[src/rtl/crypto_round_sequencer_if.sv]
// Handshake bundle between the crypto-instruction decode (master) and the round sequencer (slave).
interface crypto_round_sequencer_if;
  logic       start;
  logic       mode;
  logic       round_ack;
  logic       abort;
  logic       busy;
  logic       load;
  logic       round_go;
  logic       add;
  logic       show_c;
  logic       show_d;
  logic       done;
  logic       err;
  logic [2:0] round_idx;

  modport master (
    output start, mode, round_ack, abort,
    input  busy, load, round_go, add, show_c, show_d, done, err, round_idx
  );

  modport slave (
    input  start, mode, round_ack, abort,
    output busy, load, round_go, add, show_c, show_d, done, err, round_idx
  );
endinterface

[src/rtl/crypto_round_sequencer.sv]
// Sequences one encrypt/decrypt operation: load, NUM_ROUNDS go/ack rounds, show pulse, done pulse.
// Optional WAIT-state watchdog is built only when CRYPTO_SEQ_TIMEOUT_EN is defined.
module crypto_round_sequencer #(
  parameter int NUM_ROUNDS     = 8,
  parameter int TIMEOUT_CYCLES = 15
) (
  input  logic                     clk,
  input  logic                     rst,
  crypto_round_sequencer_if.slave  bus
);

  typedef enum logic [2:0] {
    S_IDLE,
    S_LOAD,
    S_ISSUE,
    S_WAIT,
    S_ADVANCE,
    S_SHOW,
    S_DONE
  } state_e;

  localparam logic [2:0] LAST_IDX = 3'(NUM_ROUNDS - 1);

  if (NUM_ROUNDS < 1 || NUM_ROUNDS > 8) begin : g_bad_rounds
    $error("crypto_round_sequencer: NUM_ROUNDS must be 1..8");
  end
  if (TIMEOUT_CYCLES < 1) begin : g_bad_timeout
    $error("crypto_round_sequencer: TIMEOUT_CYCLES must be at least 1");
  end

  state_e     state_q, state_d;
  logic [2:0] round_idx_q, round_idx_d;
  logic       mode_q, mode_d;
  logic       err_q, err_d;
  logic       timeout;
  logic       kill;

`ifdef CRYPTO_SEQ_TIMEOUT_EN
  localparam int WD_W = $clog2(TIMEOUT_CYCLES + 1);

  logic [WD_W-1:0] wdog_q, wdog_d;

  // Counter is cleared in ISSUE so it starts at zero on every entry to WAIT.
  always_comb begin
    wdog_d  = wdog_q;
    timeout = 1'b0;
    if (state_q == S_ISSUE) begin
      wdog_d = '0;
    end else if (state_q == S_WAIT && !bus.round_ack) begin
      if (wdog_q == WD_W'(TIMEOUT_CYCLES - 1)) begin
        timeout = 1'b1;
      end else begin
        wdog_d = wdog_q + 1'b1;
      end
    end
  end

  always_ff @(posedge clk or negedge rst) begin
    if (!rst) wdog_q <= '0;
    else      wdog_q <= wdog_d;
  end
`else
  assign timeout = 1'b0;
`endif

  always_ff @(posedge clk or negedge rst) begin
    if (!rst) begin
      state_q     <= S_IDLE;
      round_idx_q <= 3'd0;
      mode_q      <= 1'b0;
      err_q       <= 1'b0;
    end else begin
      state_q     <= state_d;
      round_idx_q <= round_idx_d;
      mode_q      <= mode_d;
      err_q       <= err_d;
    end
  end

  // Abort/timeout overrides every transition and leaves round_idx untouched.
  always_comb begin
    state_d     = state_q;
    round_idx_d = round_idx_q;
    mode_d      = mode_q;
    err_d       = err_q;
    kill        = (state_q != S_IDLE) && (bus.abort || timeout);
    if (kill) begin
      state_d = S_IDLE;
      err_d   = 1'b1;
    end else begin
      unique case (state_q)
        S_IDLE: begin
          if (bus.start) begin
            state_d = S_LOAD;
            mode_d  = bus.mode;
            err_d   = 1'b0;
          end
        end
        S_LOAD: begin
          round_idx_d = 3'd0;
          state_d     = S_ISSUE;
        end
        S_ISSUE: state_d = S_WAIT;
        S_WAIT: begin
          if (bus.round_ack) state_d = S_ADVANCE;
        end
        S_ADVANCE: begin
          round_idx_d = round_idx_q + 3'd1;
          state_d     = (round_idx_q == LAST_IDX) ? S_SHOW : S_ISSUE;
        end
        S_SHOW:  state_d = S_DONE;
        S_DONE:  state_d = S_IDLE;
        default: state_d = S_IDLE;
      endcase
    end
  end

  assign bus.busy      = (state_q != S_IDLE);
  assign bus.load      = (state_q == S_LOAD);
  assign bus.round_go  = (state_q == S_ISSUE);
  assign bus.add       = (state_q == S_ADVANCE);
  assign bus.show_c    = (state_q == S_SHOW) && !mode_q;
  assign bus.show_d    = (state_q == S_SHOW) &&  mode_q;
  assign bus.done      = (state_q == S_DONE);
  assign bus.err       = err_q;
  assign bus.round_idx = round_idx_q;

endmodule

[src/flat_wrapper.sv]
// flat-port wrapper written by rule: the top's interface ports become plain ports
module crypto_round_sequencer_flat 
#(
  parameter int NUM_ROUNDS     = 8,
  parameter int TIMEOUT_CYCLES = 15
)
  (clk, rst, bus_start, bus_mode, bus_round_ack, bus_abort, bus_busy, bus_load, bus_round_go, bus_add, bus_show_c, bus_show_d, bus_done, bus_err, bus_round_idx);
  crypto_round_sequencer_if bus_i ();
  input  logic clk;
  input  logic rst;
  input wire logic [$bits(bus_i.start)-1:0] bus_start;
  input wire logic [$bits(bus_i.mode)-1:0] bus_mode;
  input wire logic [$bits(bus_i.round_ack)-1:0] bus_round_ack;
  input wire logic [$bits(bus_i.abort)-1:0] bus_abort;
  output wire logic [$bits(bus_i.busy)-1:0] bus_busy;
  output wire logic [$bits(bus_i.load)-1:0] bus_load;
  output wire logic [$bits(bus_i.round_go)-1:0] bus_round_go;
  output wire logic [$bits(bus_i.add)-1:0] bus_add;
  output wire logic [$bits(bus_i.show_c)-1:0] bus_show_c;
  output wire logic [$bits(bus_i.show_d)-1:0] bus_show_d;
  output wire logic [$bits(bus_i.done)-1:0] bus_done;
  output wire logic [$bits(bus_i.err)-1:0] bus_err;
  output wire logic [$bits(bus_i.round_idx)-1:0] bus_round_idx;
  assign bus_i.start = bus_start;
  assign bus_i.mode = bus_mode;
  assign bus_i.round_ack = bus_round_ack;
  assign bus_i.abort = bus_abort;
  assign bus_busy = bus_i.busy;
  assign bus_load = bus_i.load;
  assign bus_round_go = bus_i.round_go;
  assign bus_add = bus_i.add;
  assign bus_show_c = bus_i.show_c;
  assign bus_show_d = bus_i.show_d;
  assign bus_done = bus_i.done;
  assign bus_err = bus_i.err;
  assign bus_round_idx = bus_i.round_idx;
  crypto_round_sequencer #(.NUM_ROUNDS(NUM_ROUNDS), .TIMEOUT_CYCLES(TIMEOUT_CYCLES)) u_core (.clk(clk), .rst(rst), .bus(bus_i));
endmodule
[config.mk]
export PLATFORM = sky130hd
export DESIGN_NAME = crypto_round_sequencer_flat
export DESIGN_NICKNAME = d
export VERILOG_FILES = /design/src/rtl/crypto_round_sequencer_if.sv /design/src/rtl/crypto_round_sequencer.sv /design/src/flat_wrapper.sv
export SDC_FILE = /design/constraint.sdc
export NUM_CORES = 1
export LEC_CHECK = 0
export BUFFER_PORTS_ARGS = -buffer_cell sky130_fd_sc_hd__buf_2
export CORE_AREA = 5 5 42 44
export CTS_CLUSTER_SIZE = 25
export DETAILED_ROUTE_END_ITERATION = 10
export DIE_AREA = 0 0 47 49
export PLACE_DENSITY_LB_ADDON = 0.08
export SYNTH_ARGS = -nofsm -noshare
export SYNTH_HDL_FRONTEND = slang
export SYNTH_SLANG_ARGS = --single-unit
[constraint.sdc]
create_clock -name clk -period 1.72 [get_ports clk]
set_input_delay 0.344 -clock clk [delete_from_list [all_inputs] [get_ports clk]]
set_output_delay 0.344 -clock clk [all_outputs]
set_load 0.01 [all_outputs]
==> impl_metrics.csv <==
group,metric,value,unit
timing,fmax,598,MHz
floorplan,initial_utilization,37.4,%
logic_synthesis,yosysWarnings,0,
setup_path,crit_type,"flip-flop to output port",
power,combPwrFrac,49.7,%
logic_synthesis,synth-compound-area-share,22.4,%
cts,clock_path_buffers,2,
timing,finalCritPeriodShare,97.2,%
timing,fin_skew,0.00118,ns
global_route,first_global_vias,457,
global_route,gr-usage-met1,18.5,%
setup_path,r2r-start,"u_core.state_q[2]",
route,drc,0,
power,clockPowerShare,13.2,%
min_path,worstHoldEndpoint,"u_core.mode_q",
min_path,hp-start,"bus_mode",
power,p_leak,0.313,nW
cells_and_area,syn_to_final_growth,24.6,%
global_route,use_met3,4.43,%
place,hpwl,912,µm
run,maxCapViolCount,0,
global_route,grt_use_total,12.2,%
global_route,grt-ovfl-total,0,
route,first_pass_iters,4,
logic_synthesis,ys_types,30,
cts,cts-root-buf,"clkbuf_4",
min_path,min_path_type,"primary input to flip-flop",
cells_and_area,final_cell_area,653,µm²
global_route,grt_pass1_wl,2100,µm
floorplan,coreArea,0.00140,mm²
cts,clk_pin_slew,0.05,ns
route,vias,491,
route,drtIter0Drc,25,
route,wire_per_inst,14.8,µm
floorplan,ioPinCount,17,
floorplan,rows,14,
global_route,grtUsageMet2,15.6,%
power,p_int,0.632,mW
logic_synthesis,synthMuxAreaShare,2.15,%
logic_synthesis,syn_nets,61,
setup_path,crit_required,1.38,ns
logic_synthesis,synth_seq_area_share,38.2,%
cts,clkSinkCount,8,
logic_synthesis,synth_xor_area_share,0,%
cells_and_area,diodes,0,
route,postRouteAntennaNets,0,
logic_synthesis,yosys.area_share.simple,24.8,%
cells_and_area,drive_gt1_share,40.8,%
timing,rsz0062_at_grt,"true",
setup_path,reg2regPathDepth,3,
cts,clkLatencyLatePin,0.25,ns
timing,finalCriticalPeriod,1.67,ns
setup_path,rr_endpoint,"u_core.bus.round_idx[0]",
setup_path,start_kind,"flip-flop",
timing,worstMarginPinSlew,0.403,ns
setup_path,r2r_setup_slack,0.22,ns
power,seq_power_share,37.1,%
cts,numCtsBuffers,3,
logic_synthesis,ys_ff_latch,8,
timing,relSlewSlack,73.0,%
route,routed_wl,1290,µm
global_route,top_usage_layer,"met1",
place,place.gp.congestion,0.682,
logic_synthesis,synth_area,524,µm²
setup_path,cp.arrival,1.33,ns
route,vias_per_cell,5.64,
global_route,antenna_found_initial,0,
logic_synthesis,synthAdderAreaFrac,4.77,%
cells_and_area,final_common_cell,"buf_2",
min_path,whs_path_depth,2,
power,power.share.switching,41.1,%
cells_and_area,final_cell_mix,"buf_2, dfrtp_1, nand2_1, clkbuf_4",
timing,setup_violations,0,
timing,whs,0.325,ns
floorplan,die_area,0.00230,mm²
power,ir_worst_vdd,0.000628,V
floorplan,die_y,49,µm
power,switching_power,0.441,mW
timing,finalHoldViolations,0,
cts,cts_tree,"yes",
cts,htree_levels,1,
global_route,grt_max_degree,21,
timing,drv_slew,0,
place,place_area,603,µm²
setup_path,crit_fanout,11,
place,numPortBuffers,16,
floorplan,die_x,47,µm
logic_synthesis,netlist_instances,53,
power,powerDensity,1640,mW/mm²
outcome,status,"complete, no violations",
cells_and_area,final_nets,81,
logic_synthesis,synth_top_family_by_area,"simple AND/OR/NAND/NOR gates",
setup_path,crit_path_end_kind,"output port",
logic_synthesis,syn_avg_cell_area,9.89,µm²
[layer usage]
metal | wire, µm | up-vias
met5 | 0 | -
met4 | 8 | 0
met3 | 95 | 2
met2 | 558 | 11
met1 | 625 | 236
li1 | - | 242
[final cells by class]
type / count / area (µm²)
fill: 149 / 748
timing repair buffer: 20 / 113
tap: 16 / 20.0
clock buffer: 3 / 22.5
multi-input combinational: 39 / 292
inverter: 1 / 3.75
sequential: 8 / 203
[worst max-delay path by stage]
stage	startpoint	endpoint	slack, ns
finish	u_core.state_q[1]	bus_busy	0.05
global placement	u_core.state_q[2]	bus_show_c	0.24
detailed placement	u_core.state_q[2]	bus_show_c	0.20
global route	u_core.state_q[1]	bus_busy	-0.002
floorplan	u_core.state_q[2]	bus_show_c	0.29
CTS	u_core.state_q[0]	bus_busy	0.01
[cells in the mapped netlist]
cell	instances	area share, %
a211o_1	1	1.7
a211oi_1	2	2.9
a21o_1	1	1.4
a21oi_1	3	2.9
a221o_1	1	1.9
a22o_1	1	1.7
a22oi_1	1	1.4
and2_1	1	1.2
and3b_1	1	1.7
and4b_1	1	1.9
buf_2	2	1.9
buf_6	2	4.3
clkbuf_1	1	0.72
dfrtp_1	8	38
ha_1	2	4.8
inv_1	1	0.72
mux2_2	1	2.1
nand2_1	4	2.9
nand3b_1	1	1.4
nor2_1	2	1.4
nor2b_1	2	2.4
nor3_1	1	0.95
nor3b_1	4	5.7
nor4bb_1	1	1.9
o21ai_0	3	2.9
o22a_1	1	1.7
o31ai_2	1	2.4
o32ai_1	1	1.7
or3_1	1	1.2
or4_4	1	2.1
[worst max-delay path: stages (launching register included)]
cell     delay, ns
dfrtp_1       0.50
or3_1         0.43
buf_2         0.15
[state kept, by name, indices dropped and copies added, names as in the netlist]
signal,flops
u_core.mode_q,1
u_core.bus.err,1
u_core.state_q,3
u_core.bus.round_idx,3
[kinds of logic after synthesis]
logic type,count (synthesis)
AOI/OAI and AO/OA,16
buffers and inverters,6
and+or+nand+nor,20
muxes,1
adders and majority gates,2
DFF,8
[power by group through the flow]
stage | registers [mW] | clock network [mW] | logic (mW)
final | 0.399 | 0.142 | 0.533
after detailed placement | 0.404 | 0 | 0.520
after global routing | 0.420 | 0.158 | 0.606
after floorplan | 0.351 | 0 | 0.408
after global placement | 0.401 | 0 | 0.514
after CTS | 0.402 | 0.151 | 0.522
[metrics by stage]
stage | TNS (ns) | utilization, % | std cells | power [mW] | worst slack (ns)
after floorplan | 0 | - | 53 | 0.758 | 0.288
after global placement | 0 | 43.0 | 82 | 0.915 | 0.243
after detailed placement | 0 | 43.0 | 82 | 0.923 | 0.198
after CTS | 0 | 45.4 | 86 | 1.08 | 0.0105
after global routing | -0.00207 | 46.6 | 87 | 1.18 | -0.00207
final | 0 | 46.6 | 87 | 1.07 | 0.0480
[timing repair]
| action | in CTS | in global routing |
|---|---|---|
| hold endpoints to repair | 8 | 0 |
| setup endpoints to repair | 2 | 4 |
| pin swaps | 0 | 0 |
| gates cloned | 0 | 0 |
| setup buffers | 0 | 1 |
| hold buffers | 1 | 0 |
| resized for setup | 1 | 3 |
No activity file was read; power rests on OpenSTA's default activity.
